$ cat config.mk
export PLATFORM = sky130hd
export DESIGN_NAME = booth_mult_arbiter
export DESIGN_NICKNAME = d
export VERILOG_FILES = /design/src/rtl/booth_mult_arbiter_pkg.sv /design/src/rtl/booth_step_core.sv /design/src/rtl/booth_mult_arbiter.sv
export SDC_FILE = /design/constraint.sdc
export NUM_CORES = 1
export LEC_CHECK = 0
export CORE_MARGIN = 8
export CORE_UTILIZATION = 46
export CTS_BUF_LIST = sky130_fd_sc_hd__clkbuf_4 sky130_fd_sc_hd__clkbuf_8 sky130_fd_sc_hd__clkbuf_16
export DETAILED_ROUTE_END_ITERATION = 10
export GPL_TIMING_DRIVEN = 0
export PLACE_DENSITY_LB_ADDON = 0.08
export REMOVE_ABC_BUFFERS = 1
export SYNTH_ARGS = -nofsm -noshare
export SYNTH_HDL_FRONTEND = slang
export SYNTH_HIERARCHICAL = 1
export SYNTH_SLANG_ARGS = --single-unit
$ cat constraint.sdc
create_clock -name clk -period 2.4 [get_ports clk]
set_clock_uncertainty 0.1 [all_clocks]
set_input_delay 0.36 -clock clk [delete_from_list [all_inputs] [get_ports clk]]
set_output_delay 0.36 -clock clk [all_outputs]
set_load 0.05 [all_outputs]
$ cat src/rtl/booth_mult_arbiter_pkg.sv
// booth_mult_arbiter_pkg: shared FSM encodings and default sizes for the booth multiplier arbiter
package booth_mult_arbiter_pkg;
  typedef enum logic [1:0] {ST_IDLE = 2'd0, ST_RUN = 2'd1, ST_DONE = 2'd2} state_t;
  localparam int DEF_WIDTH = 4;
  localparam int DEF_NREQ = 4;
endpackage

$ cat src/rtl/booth_step_core.sv
// booth_step_core: radix-2 booth datapath; ports clk, rst, load (latch mc/mp), step_en (one booth step), last_step (counter at final step), prod (low 2*WIDTH bits of {A,Q})
module booth_step_core
  import booth_mult_arbiter_pkg::*;
#(
  parameter int WIDTH = DEF_WIDTH
) (
  input  logic               clk,
  input  logic               rst,
  input  logic               load,
  input  logic [WIDTH-1:0]   mc,
  input  logic [WIDTH-1:0]   mp,
  input  logic               step_en,
  output logic               last_step,
  output logic [2*WIDTH-1:0] prod
);
  localparam int CW = $clog2(WIDTH) + 1;
  logic [WIDTH:0]   a, m, sum;
  logic [WIDTH-1:0] q;
  logic             q_1;
  logic [CW-1:0]    cnt;
  always_comb sum = ({q[0], q_1} == 2'b01) ? a + m : ({q[0], q_1} == 2'b10) ? a - m : a;
  always_ff @(posedge clk) begin
    if (rst) begin
      a   <= '0;
      m   <= '0;
      q   <= '0;
      q_1 <= 1'b0;
      cnt <= '0;
    end else if (load) begin
      a   <= '0;
      m   <= {mc[WIDTH-1], mc};
      q   <= mp;
      q_1 <= 1'b0;
      cnt <= '0;
    end else if (step_en) begin
      a   <= {sum[WIDTH], sum[WIDTH:1]};
      q   <= {sum[0], q[WIDTH-1:1]};
      q_1 <= q[0];
      cnt <= cnt + 1'b1;
    end
  end
  assign last_step = cnt == CW'(WIDTH - 1);
  assign prod = {a[WIDTH-1:0], q};
endmodule

$ cat src/rtl/booth_mult_arbiter.sv
// booth_mult_arbiter: round-robin sharing of one booth multiplier; ports req_valid/req_ready/req_mc/req_mp (per requester), rsp_valid/rsp_ready/rsp_id/rsp_prod (tagged product), busy
module booth_mult_arbiter
  import booth_mult_arbiter_pkg::*;
#(
  parameter int NREQ  = DEF_NREQ,
  parameter int WIDTH = DEF_WIDTH,
  parameter int ID_W  = 2
) (
  input  logic                  clk,
  input  logic                  rst,
  input  logic [NREQ-1:0]       req_valid,
  output logic [NREQ-1:0]       req_ready,
  input  logic [NREQ*WIDTH-1:0] req_mc,
  input  logic [NREQ*WIDTH-1:0] req_mp,
  output logic                  rsp_valid,
  input  logic                  rsp_ready,
  output logic [ID_W-1:0]       rsp_id,
  output logic [2*WIDTH-1:0]    rsp_prod,
  output logic                  busy
);
  state_t            state, nxt;
  logic [ID_W-1:0]   rr_ptr, win, id_q;
  logic              hs, last_step;
  logic [2*WIDTH-1:0] prod;
  // descending scan so the requester nearest rr_ptr is written last and wins
  always_comb begin
    win = '0;
    for (int k = NREQ - 1; k >= 0; k--)
      if (req_valid[(int'(rr_ptr) + k) % NREQ]) win = ID_W'((int'(rr_ptr) + k) % NREQ);
  end
  assign hs = state == ST_IDLE && |req_valid;
  assign req_ready = hs ? NREQ'(1) << win : '0;
  always_comb begin
    nxt = state;
    nxt = state == ST_IDLE ? (hs ? ST_RUN : ST_IDLE) :
          state == ST_RUN  ? (last_step ? ST_DONE : ST_RUN) :
          state == ST_DONE ? (rsp_ready ? ST_IDLE : ST_DONE) : ST_IDLE;
  end
  always_ff @(posedge clk) begin
    if (rst) begin
      state  <= ST_IDLE;
      rr_ptr <= '0;
      id_q   <= '0;
    end else begin
      state <= nxt;
      if (hs) begin
        rr_ptr <= win == ID_W'(NREQ - 1) ? '0 : win + 1'b1;
        id_q   <= win;
      end
    end
  end
  booth_step_core #(.WIDTH(WIDTH)) u_core (
    .clk      (clk),
    .rst      (rst),
    .load     (hs),
    .mc       (req_mc[win*WIDTH +: WIDTH]),
    .mp       (req_mp[win*WIDTH +: WIDTH]),
    .step_en  (state == ST_RUN),
    .last_step(last_step),
    .prod     (prod)
  );
  assign rsp_valid = state == ST_DONE;
  assign busy = state != ST_IDLE;
  assign rsp_id = id_q;
  assign rsp_prod = rsp_valid ? prod : '0;
endmodule
After elaboration in Yosys (flattened, before gate mapping)
Index checks and enable logic that the tools add are counted.
{"block": "totals", "ff_bits": 22, "latch_bits": 0, "ramBits": 0, "rom_bits": 0, "inputBits": 39, "memories": 0}
{"block": "classes", "add_sub_neg": 7, "n_mul": 0, "n_div": 0, "n_lt_le_gt_ge": 4, "eq_ne": 6, "shifts": 3, "muxes": 28, "n_bitwise": 3, "reduce_logical": 9}
{"cell": "$shiftx 16x5->4", "n": 2}
{"cell": "$mux 2", "n": 10}
{"cell": "$lt 3x4->1 const B", "n": 3}
{"cell": "$mux 4", "n": 3}
{"cell": "$mux 5", "n": 2}
{"cell": "$bmux 1 s2", "n": 4}
{"cell": "$mux 1", "n": 8}
{"cell": "$mux 8", "n": 1}
{"cell": "$reduce_or 2->1", "n": 4}
{"cell": "$eq 2x2->1 const B", "n": 3}
{"cell": "$add 4x4->5", "n": 1}
{"cell": "$sub 4x4->5", "n": 1}
{"cell": "$add 2x1->2 const B", "n": 2}
{"cell": "$add 2x2->2 const B", "n": 2}
{"cell": "$eq 2x1->1 const B", "n": 2}
{"cell": "$reduce_bool 2->1", "n": 2}
{"cell": "$reduce_or 4->1", "n": 1}
{"cell": "$shl 1x2->4 const A", "n": 1}
{"cell": "$add 3x1->3 const B", "n": 1}
{"cell": "$and 1x1->1 const A", "n": 3}
{"cell": "$eq 3x2->1 const B", "n": 1}
{"cell": "$lt 2x3->1 const B", "n": 1}
{"cell": "$logic_not 2->1", "n": 1}
{"cell": "$logic_and 1x1->1", "n": 1}

Longest topological paths before layout
Gate-level depths: netlist of run 1.
{"block": "depth", "depth_word": 12, "mapped_depth": 8}

By module
Netlist of run 1, hierarchy kept.
{"module": "booth_step_core", "n_inst": 1, "cells_each": 124, "area_each_um2": 1063.5, "seq_area_each_um2": 320.3}
{"module": "booth_mult_arbiter", "n_inst": 1, "cells_each": 80, "area_each_um2": 649.4, "seq_area_each_um2": 120.1}

Worst setup path after synthesis of run 1
Ideal clock, no wire load.
{"block": "synth_path", "path_type": "input to output", "start": "input port req_valid[2]", "end": "output port req_ready[1]", "arrival_ns": 1.971, "path_slack_ns": -0.031, "path_stages": 6, "cell_sequence": "nor2b_1 > a21o_1 > a211o_1 > buf_6 > or2_1 > nor2_1"}
{"block": "synth_via", "elab_chain_cells": 9, "word_cells_on_any_way": 19}
{"element": "start: declaration", "line_no": "booth_mult_arbiter.sv:11", "rtl": "input logic [NREQ-1:0] req_valid,"}
{"element": "$bmux 1 s2", "line_no": "booth_mult_arbiter.sv:29", "rtl": "if (req_valid[(int'(rr_ptr) + k) % NREQ]) win = ID_W'((int'(rr_ptr) + k) % NREQ);"}
{"element": "$mux 1 (implied by the code) (2 in series)", "line_no": "booth_mult_arbiter.sv:29"}
{"element": "$mux 2 (4 in series)", "line_no": "booth_mult_arbiter.sv:29"}
{"element": "$shl 1x2->4", "line_no": "booth_mult_arbiter.sv:32", "rtl": "assign req_ready = hs ? NREQ'(1) << win : '0;"}
{"element": "$mux 4 (*)", "line_no": "booth_mult_arbiter.sv:32"}
{"element": "end: declaration", "line_no": "booth_mult_arbiter.sv:12", "rtl": "output logic [NREQ-1:0] req_ready,"}
Mark *: on every way between the ends. The rest lies on a longest branch, timed or not. The select of a mux whose other input is x is not followed.

Worst setup path after layout of run 1
{"block": "layout_path", "start": "input port req_valid[2]", "end": "output port req_ready[3]"}
The elaborated chain is that of the path after synthesis.

==> results of run 1 <==
-- kinds of logic (layout without fill, tap and decap cells) --
family,after synthesis,count (layout),synth area share (%)
XOR/XNOR,2,2,1.02
AO/OA/AOI/OAI,36,37,15.0
adder cells (fa/ha/maj),14,14,11.1
AND/OR/NAND/NOR,70,70,20.7
multiplexers,33,33,19.3
flip-flops,22,22,25.7
buffers and inverters,27,81,7.08
-- routing by layer --
layer | vias up | global-route usage (%) | share of wire (%)
met2 | 43 | 23.7 | 44
li1 | 822 | - | -
met3 | 4 | 2.91 | 5.8
met4 | 0 | 4.53 | 1.0
met5 | - | 0 | 0
met1 | 730 | 20.2 | 49
-- layout make-up --
class / instances / area, um^2
clock inverters: 1 / 30.0
repair buffers: 60 / 591
well taps: 48 / 60.1
multi-input cells: 156 / 1200
flip-flops and latches: 22 / 440
clock buffers: 3 / 41.3
inverters: 17 / 71.3
fillers: 313 / 1200
-- what timing repair did --
| action | in CTS | in global routing |
|---|---|---|
| pin swaps | 3 | 1 |
| resized for setup | 44 | 8 |
| buffers inserted | 6 | 0 |
| cloned | 1 | 0 |
| setup endpoints to repair | 21 | 5 |
-- worst min-delay path by stage --
stage,endpoint,slack [ns],depth (start not counted)
final,rsp_id[1]$_SDFFE_PP0P_,0.36,2
after global routing,rsp_id[1]$_SDFFE_PP0P_,0.40,2
after CTS,rsp_id[1]$_SDFFE_PP0P_,0.37,2
after detailed placement,rsp_id[1]$_SDFFE_PP0P_,0.35,2
after global placement,rsp_id[0]$_SDFFE_PP0P_,0.35,2
after floorplan,rr_ptr[1]$_SDFFE_PP0P_,0.32,1
-- synth_stat cells, drive strengths merged --
library cell / number
a211oi: 2
nand2: 12
o21ai: 3
nor3b: 1
a22oi: 1
o311ai: 1
clkinv: 1
dfxtp: 22
xor2: 1
mux2i: 33
fa: 2
o32a: 1
clkbuf: 4
o211ai: 2
ha: 12
a21o: 3
nor2b: 6
nand4: 1
nor2: 22
a21oi: 14
o31a: 1
inv: 16
a211o: 2
nand3: 2
nand2b: 6
buf: 6
o41ai: 1
and2: 9
xnor2: 1
o221a: 1
o31ai: 1
o221ai: 1
and3: 3
nor4b: 1
a221o: 1
a31oi: 1
nand3b: 2
nor3: 1
or2: 3
nor4: 1
-- placed cells by master, fill, tap and decap left out, types with 2 or more instances in the layout --
cell type	count
nand3_1	2
dlymetal6s2s_1	5
and2_1	9
o211ai_1	2
dlygate4sd2_1	8
ha_1	12
nor2b_1	4
a21o_1	3
inv_1	15
and3_1	3
or2_1	2
nor2b_2	2
nand2_1	12
clkdlybuf4s50_1	37
mux2i_1	33
nand3b_1	2
buf_6	2
buf_4	6
clkbuf_8	3
nand2b_1	5
a21oi_2	2
dfxtp_1	22
fa_1	2
a21oi_1	12
nor2_1	20
o21ai_0	3
-- state kept, by name, indices dropped and copies added (netlist names) --
name,cells
rsp_id,2
u_core/cnt,3
u_core/q_1,1
u_core/m,4
u_core/q,4
state,2
u_core/a,4
rr_ptr,2
-- tightest hold or removal path: stages, from the launching register on --
cell and delay (ns):
dfxtp_1 0.32, nand2_1 0.05, a21oi_1 0.05
-- stage by stage --
stage / utilization (%) / setup TNS, ns / std cells
after floorplan: - / -0.554 / 194
after global routing: 66.9 / 0 / 307
after global placement: 62.1 / -8.01 / 296
after detailed placement: 62.1 / -8.23 / 296
after CTS: 66.1 / -0.0919 / 307
final: 66.9 / 0 / 307
-- power by group through the flow --
stage | Sequential (uW) | Combinational (uW) | Clock (uW)
finish | 429 | 528 | 342
global route | 434 | 576 | 370
CTS | 429 | 527 | 351
detailed placement | 435 | 477 | 0
global placement | 435 | 471 | 0
floorplan | 439 | 317 | 0
==> metrics.md, run 1 <==
| Metric | Value |
|---|---|
| Worst hold start | `rsp_id[1]$_SDFFE_PP0P_` |
| Reg-to-Reg End | `u_core/q[1]$_SDFFE_PP0P_` |
| Initial Utilization | `47.1%` |
| Sink Count | `22` |
| Critical path buffers and inverters | `2` |
| Drc violations | `0` |
| Clock root cell | `clkbuf_8` |
| Register bit total from synthesis | `22` |
| Total clock buffers created by CTS | `3` |
| Routability congestion estimate | `0.809` |
| Fin nets | `313` |
| CP max FO | `4` |
| Overall Global Routing Usage | `15.1%` |
| Int Pwr | `876 uW` |
| Grt total ovfl | `0` |
| Vias per cell | `5.21` |
| Hold crit path type | `register to register` |
| Cell Area, Synth | `0.00171 mm^2` |
| Hold_ws | `0.363 ns` |
| WP depth | `7` |
| Hpwl dp | `3260 um` |
| Area grow syn2layout | `42.0%` |
| Clock power share | `26.3%` |
| Placed Area | `0.00226 mm^2` |
| Rows | `22` |
| Routed Antenna Nets | `0` |
| Ports | `55` |
| Worst setup EP type | `output pin` |
| N_diodes | `0` |
| Post-Syn Area per Cell | `8.40 um^2` |
| CTS Hold Buffers Added | `0` |
| Core area | `0.00363 mm^2` |
| Hold Fails Final Rpt | `0` |
| Sequential power share | `33.0%` |
| Vias post-DR | `1599` |
| Final WS setup | `0.174 ns` |
| Share of layout cells above drive strength 1 | `11.6%` |
| DIE WIDTH | `77.0 um` |
| Design area | `0.00243 mm^2` |
| Max capacitance violation total | `0` |
| Initial DRC count | `54` |
| Reg2reg start | `rr_ptr[0]$_SDFFE_PP0P_` |
| Final Max Slew Viols | `0` |
| Max Buffers Root-to-Sink | `2` |
| Slowest cell on the critical path | `a211o_4` |
| Power Density | `534 mW/mm^2` |
| Data arrival time of the worst path | `1.77 ns` |
| R2R cell count | `9` |
| Power Total | `1300 uW` |
| Initial antenna violation count | `0` |
| Worst-path clk slew | `0.08 ns` |
| DIE AREA | `0.00593 mm^2` |
| Later-pin clock latency in the skew report | `0.26 ns` |
| Max IR drop VDD | `0.000280 V` |
| RSZ-0062 raised after global routing | `false` |
| Switching share of power | `32.5%` |
| Detailed Routing Iterations Pass 1 | `4` |
| Pre-CTS setup slack | `-1.14 ns` |
| Yosys cell types | `44` |
| Synth warnings | `6` |
| Die Y | `77.0 um` |
| CP top delay family | `simple AND/OR/NAND/NOR gates` |
| Largest stage delay, worst path | `0.34 ns` |
| Startpoint types | `input port` |
| Largest net degree at the start of global routing | `20` |
| H-tree Lvls | `1` |
| PortBufs | `54` |
| Pleak | `0.00115 uW` |
| Vias in the first global route | `1563` |
| Minimum clock period after layout | `2.23 ns` |
| Crit path cell chain | `dlymetal6s2s_1 > nor2b_1 > a21o_1 > a211o_4 > or2_4 > nor2_4 > buf_8` |
| Synth top area share | `25.7%` |
| CP endpoint | `req_ready[3]` |
| Worst path required time | `1.94 ns` |
| Crit Path Category | `input port to output pin` |
| Sequential share of the synthesized area | `25.7%` |
| Drt wl/cell | `14.8 um` |
| Endpoints failing setup | `0` |
| Achievable Freq | `0.449 GHz` |
| Final period util | `92.7%` |
| Sw Pwr | `423 uW` |
| Routed WL | `4530 um` |
| First-pass GRT wire length | `7530 um` |
| Synth area leaders | `dfxtp_1 26%, mux2i_1 19%, ha_1 8.8%` |
| Cell taking the most area after synthesis | `dfxtp_1` |
| Worst-Margin Slew | `0.799 ns` |
| Relative slew slack | `46.5%` |
| Reg2reg setup slack | `0.43 ns` |
| Cell count after synthesis | `204` |
| Status | `complete, no violations` |
| Critical path launch point | `req_valid[2]` |
| Comb pwr share | `40.7%` |
| CTS tree | `yes` |
Note: power is estimated with default switching activity, not from simulation.
==> run 2, diff against run 1 <==
--- a/config.mk
+++ b/config.mk
@@ -8,6 +8,8 @@
 export CORE_MARGIN = 8
 export CORE_UTILIZATION = 46
 export CTS_BUF_LIST = sky130_fd_sc_hd__clkbuf_4 sky130_fd_sc_hd__clkbuf_8 sky130_fd_sc_hd__clkbuf_16
+export CTS_CLUSTER_DIAMETER = 60
+export CTS_CLUSTER_SIZE = 20
 export DETAILED_ROUTE_END_ITERATION = 10
 export GPL_TIMING_DRIVEN = 0
 export PLACE_DENSITY_LB_ADDON = 0.08
==> constraint.sdc (replaced) <==
create_clock -name clk -period 2.4 [get_ports clk]
set_clock_uncertainty 0.1 [all_clocks]
set_input_delay 0.48 -clock clk [delete_from_list [all_inputs] [get_ports clk]]
set_output_delay 0.48 -clock clk [all_outputs]
set_load 0.05 [all_outputs]
==> metrics.md, run 2 (synthesized netlist as in run 1, its figures left out) <==
| Metric | Value |
|---|---|
| Final Util | `67.3% (+0.38 points)` |
| Die Y | `77.0 um (unchanged)` |
| Fin nets | `314 (+0.32%)` |
| Pleak | `0.00111 uW (-3.0%)` |
| GRT busiest layer | `met2` |
| GR Util met1 | `20.7% (+0.54 points)` |
| Final period util | `97.9% (+5.2 points)` |
| Final TNS setup | `0 ns (unchanged)` |
| Largest stage delay, worst path | `0.34 ns (about the same)` |
| Routed Antenna Nets | `0 (unchanged)` |
| Most frequent cells in the layout | `37 x clkdlybuf4s50_1, 33 x mux2i_1, 19 x nor2_1, 19 x dfxtp_1, 15 x inv_1` |
| Startpoint types | `input port` |
| Power Density | `538 mW/mm^2 (+0.72%)` |
| Worst path required time | `1.82 ns (-0.12 ns)` |
| DIE WIDTH | `77.0 um (unchanged)` |
| Relative slew slack | `46.4% (-0.13 points)` |
| Worst-path clk slew | `0.08 ns (about the same)` |
| Max IR drop VDD | `0.000275 V (-1.7%)` |
| Final Max Slew Viols | `0 (unchanged)` |
| Vias in the first global route | `1574 (+0.70%)` |
| Clock root cell | `clkbuf_8` |
| Data arrival time of the worst path | `1.77 ns (about the same)` |
| Hold_ws | `0.366 ns (+0.00247 ns)` |
| Core area | `0.00363 mm^2 (unchanged)` |
| Later-pin clock latency in the skew report | `0.26 ns (about the same)` |
| Detailed Routing Iterations Pass 1 | `4 (unchanged)` |
| Achievable Freq | `0.425 GHz (-5.3%)` |
| Largest net degree at the start of global routing | `20 (unchanged)` |
| Status | `complete, no violations` |
| Max Buffers Root-to-Sink | `2 (unchanged)` |
| Slowest cell on the critical path | `a211o_4` |
| Grt total ovfl | `0 (unchanged)` |
| Vias per cell | `5.31 (+1.9%)` |
| Vias post-DR | `1635 (+2.3%)` |
| Max capacitance violation total | `0 (unchanged)` |
| Hold Fails Final Rpt | `0 (unchanged)` |
| PortBufs | `54 (unchanged)` |
| Sink Count | `22 (unchanged)` |
| Total clock buffers created by CTS | `3 (unchanged)` |
| CP max FO | `5 (+1)` |
| Share of layout cells above drive strength 1 | `15.8% (+4.2 points)` |
| DIE AREA | `0.00593 mm^2 (unchanged)` |
| Biggest regs | `u_core/a x4, u_core/m x4, u_core/q x4` |
| Initial Utilization | `47.1% (unchanged)` |
| Overall Global Routing Usage | `15.4% (+0.36 points)` |
| Drc violations | `0 (unchanged)` |
| Routed WL | `4650 um (+2.7%)` |
| Commonest non-fill, non-tap cell in the layout | `clkdlybuf4s50_1` |
| Hold crit path type | `register to register` |
| Routability congestion estimate | `0.809 (unchanged)` |
| Placed Area | `0.00226 mm^2 (unchanged)` |
| Initial antenna violation count | `0 (unchanged)` |
| H-tree Lvls | `1 (unchanged)` |
| Crit Path Category | `input port to output pin` |
| Minimum clock period after layout | `2.35 ns (+0.124 ns)` |
| Power Total | `1320 uW (+1.3%)` |
| Crit path cell chain | `clkdlybuf4s15_2 > a21o_1 > a211o_4 > or2_4 > nor2_4 > buf_8` |
| Drt wl/cell | `15.1 um (+2.3%)` |
| Initial DRC count | `52 (-3.7%)` |
| Ports | `55 (unchanged)` |
| Global-route met3 utilization | `2.80% (-0.12 points)` |
| Area grow syn2layout | `42.8%` |
| Rows | `22 (unchanged)` |
| Endpoints failing setup | `0 (unchanged)` |
| CTS tree | `yes` |
| First-pass GRT wire length | `7670 um (+1.8%)` |
| Design area | `0.00245 mm^2 (+0.57%)` |
| Hpwl dp | `3260 um (unchanged)` |
| Worst-Margin Slew | `0.801 ns (+0.00201 ns)` |
| N_diodes | `0 (unchanged)` |
| Worst setup EP type | `output pin` |
| Met2 Usage GRT | `24.4% (+0.68 points)` |
run 2: cell count changes in the layout (fill, tap and decap cells not counted), moves of 2 or more:
cell,change
buf_4,+3
buf_6,-2
clkdlybuf4s15_2,+2
dfxtp_1,-3
dfxtp_2,+3
dlymetal6s2s_1,-5
nor2b_4,+2
run 2: critical path: cells and delay by family:
kind / cells / cell delay [ns]
and+or+nand+nor: 2 / 0.37
AOI/OAI and AO/OA: 2 / 0.55
buffers and inverters: 2 / 0.37
run 2: timing repair:
| item | in CTS | in global routing |
|---|---|---|
| gates resized for setup | 66 | 5 |
| endpoints found under the setup margin | 24 | 11 |
| buffers inserted | 6 | 1 |
| gates cloned | 1 | 0 |
| hold buffers | 0 | 0 |
| pin swaps | 6 | 3 |
run 2: power breakdown:
group | internal [uW] | leakage, uW | switching, uW
combinational | 259 | 0.000896 | 277
sequential | 400 | 0.000181 | 32.9
clock | 223 | 0.0000357 | 123
total | 882 | 0.00111 | 433
run 2: path summary, 6_finish.rpt:
check                           slack [ns]              startpoint  cells past startpoint                        to
worst max-delay path                  0.05            req_valid[0]                      6              req_ready[1]
worst min-delay path                  0.37  rsp_id[1]$_SDFFE_PP0P_                      2    rsp_id[1]$_SDFFE_PP0P_
worst max register to register        0.44  rr_ptr[0]$_SDFFE_PP0P_                      9  u_core/q[1]$_SDFFE_PP0P_
worst min register to register        0.37  rsp_id[1]$_SDFFE_PP0P_                      2    rsp_id[1]$_SDFFE_PP0P_
run 2: layer usage:
layer	wire length, um	vias up	share of wire (%)
met5	0	-	0
met3	204	4	4.4
met2	2080	52	45
met1	2320	758	50
met4	47	0	1.0
li1	-	821	-
run 2: metrics by stage:
step,worst slack [ns],instances
final,0.0498,308
after global routing,-0.00520,308
after CTS,0.00401,307
after detailed placement,-1.38,296
after global placement,-1.37,296
after floorplan,-0.517,194
run 2: area by class of cell:
type	count	area, um^2
Multi-Input combinational cell	156	1220
Fill cell	315	1190
Timing Repair Buffer	61	579
Sequential cell	22	444
Inverter	17	71.3
Tap cell	48	60.1
Clock buffer	3	41.3
Clock inverter	1	30.0
==> run 3, diff against run 2 <==
--- a/config.mk
+++ b/config.mk
@@ -5,7 +5,6 @@
 export SDC_FILE = /design/constraint.sdc
 export NUM_CORES = 1
 export LEC_CHECK = 0
-export CORE_MARGIN = 8
 export CORE_UTILIZATION = 46
 export CTS_BUF_LIST = sky130_fd_sc_hd__clkbuf_4 sky130_fd_sc_hd__clkbuf_8 sky130_fd_sc_hd__clkbuf_16
 export CTS_CLUSTER_DIAMETER = 60
@@ -14,6 +13,7 @@
 export GPL_TIMING_DRIVEN = 0
 export PLACE_DENSITY_LB_ADDON = 0.08
 export REMOVE_ABC_BUFFERS = 1
+export SLEW_MARGIN = 20
 export SYNTH_ARGS = -nofsm -noshare
 export SYNTH_HDL_FRONTEND = slang
 export SYNTH_HIERARCHICAL = 1
==> constraint.sdc (replaced) <==
create_clock -name clk -period 2.6 [get_ports clk]
set_clock_uncertainty 0.1 [all_clocks]
set_input_delay 0.52 -clock clk [delete_from_list [all_inputs] [get_ports clk]]
set_output_delay 0.52 -clock clk [all_outputs]
set_load 0.05 [all_outputs]
==> metrics.md, run 3 (synthesized netlist as in run 1, its figures left out) <==
| Metric | Value |
|---|---|
| Status | `complete, no violations` |
| CTS Hold Buffers Added | `0 (unchanged)` |
| Worst-path clk slew | `0.08 ns (about the same)` |
| Core area | `0.00344 mm^2 (-5.3%)` |
| PortBufs | `54 (unchanged)` |
| Max IR drop VDD | `0.000334 V (+22%)` |
| Worst-Margin Slew | `0.808 ns (+0.00700 ns)` |
| Routed Antenna Nets | `0 (unchanged)` |
| Die Y | `63.0 um (-18%)` |
| Minimum clock period after layout | `2.53 ns` |
| Initial Utilization | `49.8% (+2.6 points)` |
| Startpoint types | `input port` |
| Vias in the first global route | `1478 (-6.1%)` |
| Grt total ovfl | `0 (unchanged)` |
| Max Buffers Root-to-Sink | `2 (unchanged)` |
| Crit Path Category | `input port to output pin` |
| Final Max Slew Viols | `0 (unchanged)` |
| Overall Global Routing Usage | `21.8% (+6.4 points)` |
| Detailed Routing Iterations Pass 1 | `4 (unchanged)` |
| Commonest non-fill, non-tap cell in the layout | `clkdlybuf4s50_1` |
| DIE AREA | `0.00397 mm^2 (-33%)` |
| Achievable Freq | `0.396 GHz` |
| Max capacitance violation total | `0 (unchanged)` |
| Relative slew slack | `45.9% (-0.47 points)` |
| Fillers | `288 (-8.6%)` |
| CTS tree | `yes` |
| Pleak | `0.00112 uW (+0.57%)` |
| Rows | `21 (-4.5%)` |
| Total clock buffers created by CTS | `3 (unchanged)` |
| Data arrival time of the worst path | `1.91 ns (+0.14 ns)` |
| Drc violations | `0 (unchanged)` |
| H-tree Lvls | `1 (unchanged)` |
| Final Util | `70.2% (+2.8 points)` |
| DIE WIDTH | `63.0 um (-18%)` |
| Fin nets | `314 (unchanged)` |
| Final period util | `97.2%` |
| Ports | `55 (unchanged)` |
| Endpoints failing setup | `0 (unchanged)` |
| RSZ-0062 raised after global routing | `false` |
| N_diodes | `0 (unchanged)` |
| Initial antenna violation count | `0 (unchanged)` |
| CP max FO | `5 (unchanged)` |
| Area grow syn2layout | `41.0%` |
| Clock root cell | `clkbuf_8` |
| Share of layout cells above drive strength 1 | `13.1% (-2.7 points)` |
| Worst path required time | `1.98 ns (+0.16 ns)` |
| Drt wl/cell | `13.8 um (-8.7%)` |
| Power Density | `498 mW/mm^2 (-7.4%)` |
| Largest net degree at the start of global routing | `20 (unchanged)` |
| Biggest regs | `u_core/a x4, u_core/m x4, u_core/q x4` |
| First-pass GRT wire length | `6900 um (-10%)` |
| Most frequent cells in the layout | `37 x clkdlybuf4s50_1, 33 x mux2i_1, 22 x dfxtp_1` |
| Routed WL | `4220 um (-9.3%)` |
| Worst setup EP type | `output pin` |
| Sink Count | `22 (unchanged)` |
| Hpwl dp | `2930 um (-10%)` |
| Final TNS setup | `0 ns (unchanged)` |
| Hold crit path type | `register to register` |
| Routability congestion estimate | `0.769 (-4.9%)` |
| Vias post-DR | `1622 (-0.80%)` |
| Initial DRC count | `62 (+19%)` |
| Hold Fails Final Rpt | `0 (unchanged)` |
| Later-pin clock latency in the skew report | `0.27 ns (about the same)` |
| Vias per cell | `5.30 (-0.15%)` |
run 3: cell count changes in the layout (fill, tap and decap cells not counted), sizes merged:
| cell | previous run | this run |
|---|---|---|
| buf | 12 | 11 |
| clkdlybuf4s15 | 2 | 0 |
| dlygate4sd2 | 9 | 11 |
| dlymetal6s2s | 0 | 1 |
run 3: through the flow:
stage / hold slack [ns] / setup slack (ns) / cell area (um^2) / power, uW / instances
after floorplan: 0.356 / -0.397 / 1660 / 698 / 194
after global placement: 0.348 / -1.26 / 2250 / 838 / 294
after detailed placement: 0.349 / -1.27 / 2260 / 843 / 294
after CTS: 0.364 / 0.00754 / 2410 / 1210 / 306
after global routing: 0.411 / 0.00743 / 2410 / 1270 / 306
final: 0.364 / 0.0734 / 2410 / 1200 / 306
run 3: timing repair:
action	in CTS	in global routing
pin swaps	4	0
cloned	1	0
resized for setup	51	3
setup endpoints to repair	19	3
setup buffers	7	0
run 3: critical path: stages:
cell	delay [ns]
dlygate4sd2_1	0.29
a21o_1	0.20
a211o_4	0.34
or2_4	0.28
nor2_4	0.11
buf_6	0.16
run 3: worst paths after layout:
path	from	slack (ns)	cells past startpoint	endpoint
hold reg to reg	rsp_id[0]$_SDFFE_PP0P_	0.36	2	rsp_id[0]$_SDFFE_PP0P_
hold / removal	rsp_id[0]$_SDFFE_PP0P_	0.36	2	rsp_id[0]$_SDFFE_PP0P_
setup reg to reg	rr_ptr[1]$_SDFFE_PP0P_	0.55	7	u_core/m[1]$_SDFFE_PP0P_
setup / recovery	req_valid[0]	0.07	6	req_ready[1]
run 3: layer usage:
layer / track usage (%) / wire length, um / vias up
li1: - / - / 826
met1: 27.8 / 1950 / 748
met2: 36.0 / 1990 / 42
met3: 5.47 / 213 / 6
met4: 5.81 / 57 / 0
met5: 0 / 0 / -
run 3: area by class of cell:
cell class              instances  area, um^2  share of cell area (%)
inverters                      17        71.3                    2.95
clock buffers                   3        41.3                    1.71
repair buffers                 61         572                    23.7
multi-input cells             156        1200                    49.8
flip-flops and latches         22         440                    18.2
clock inverters                 1        30.0                    1.24
well taps                      46        57.6                    2.38
run 3: where the power goes:
group	switching [uW]	internal (uW)
combinational	252	234
clock	114	206
sequential	29.3	368
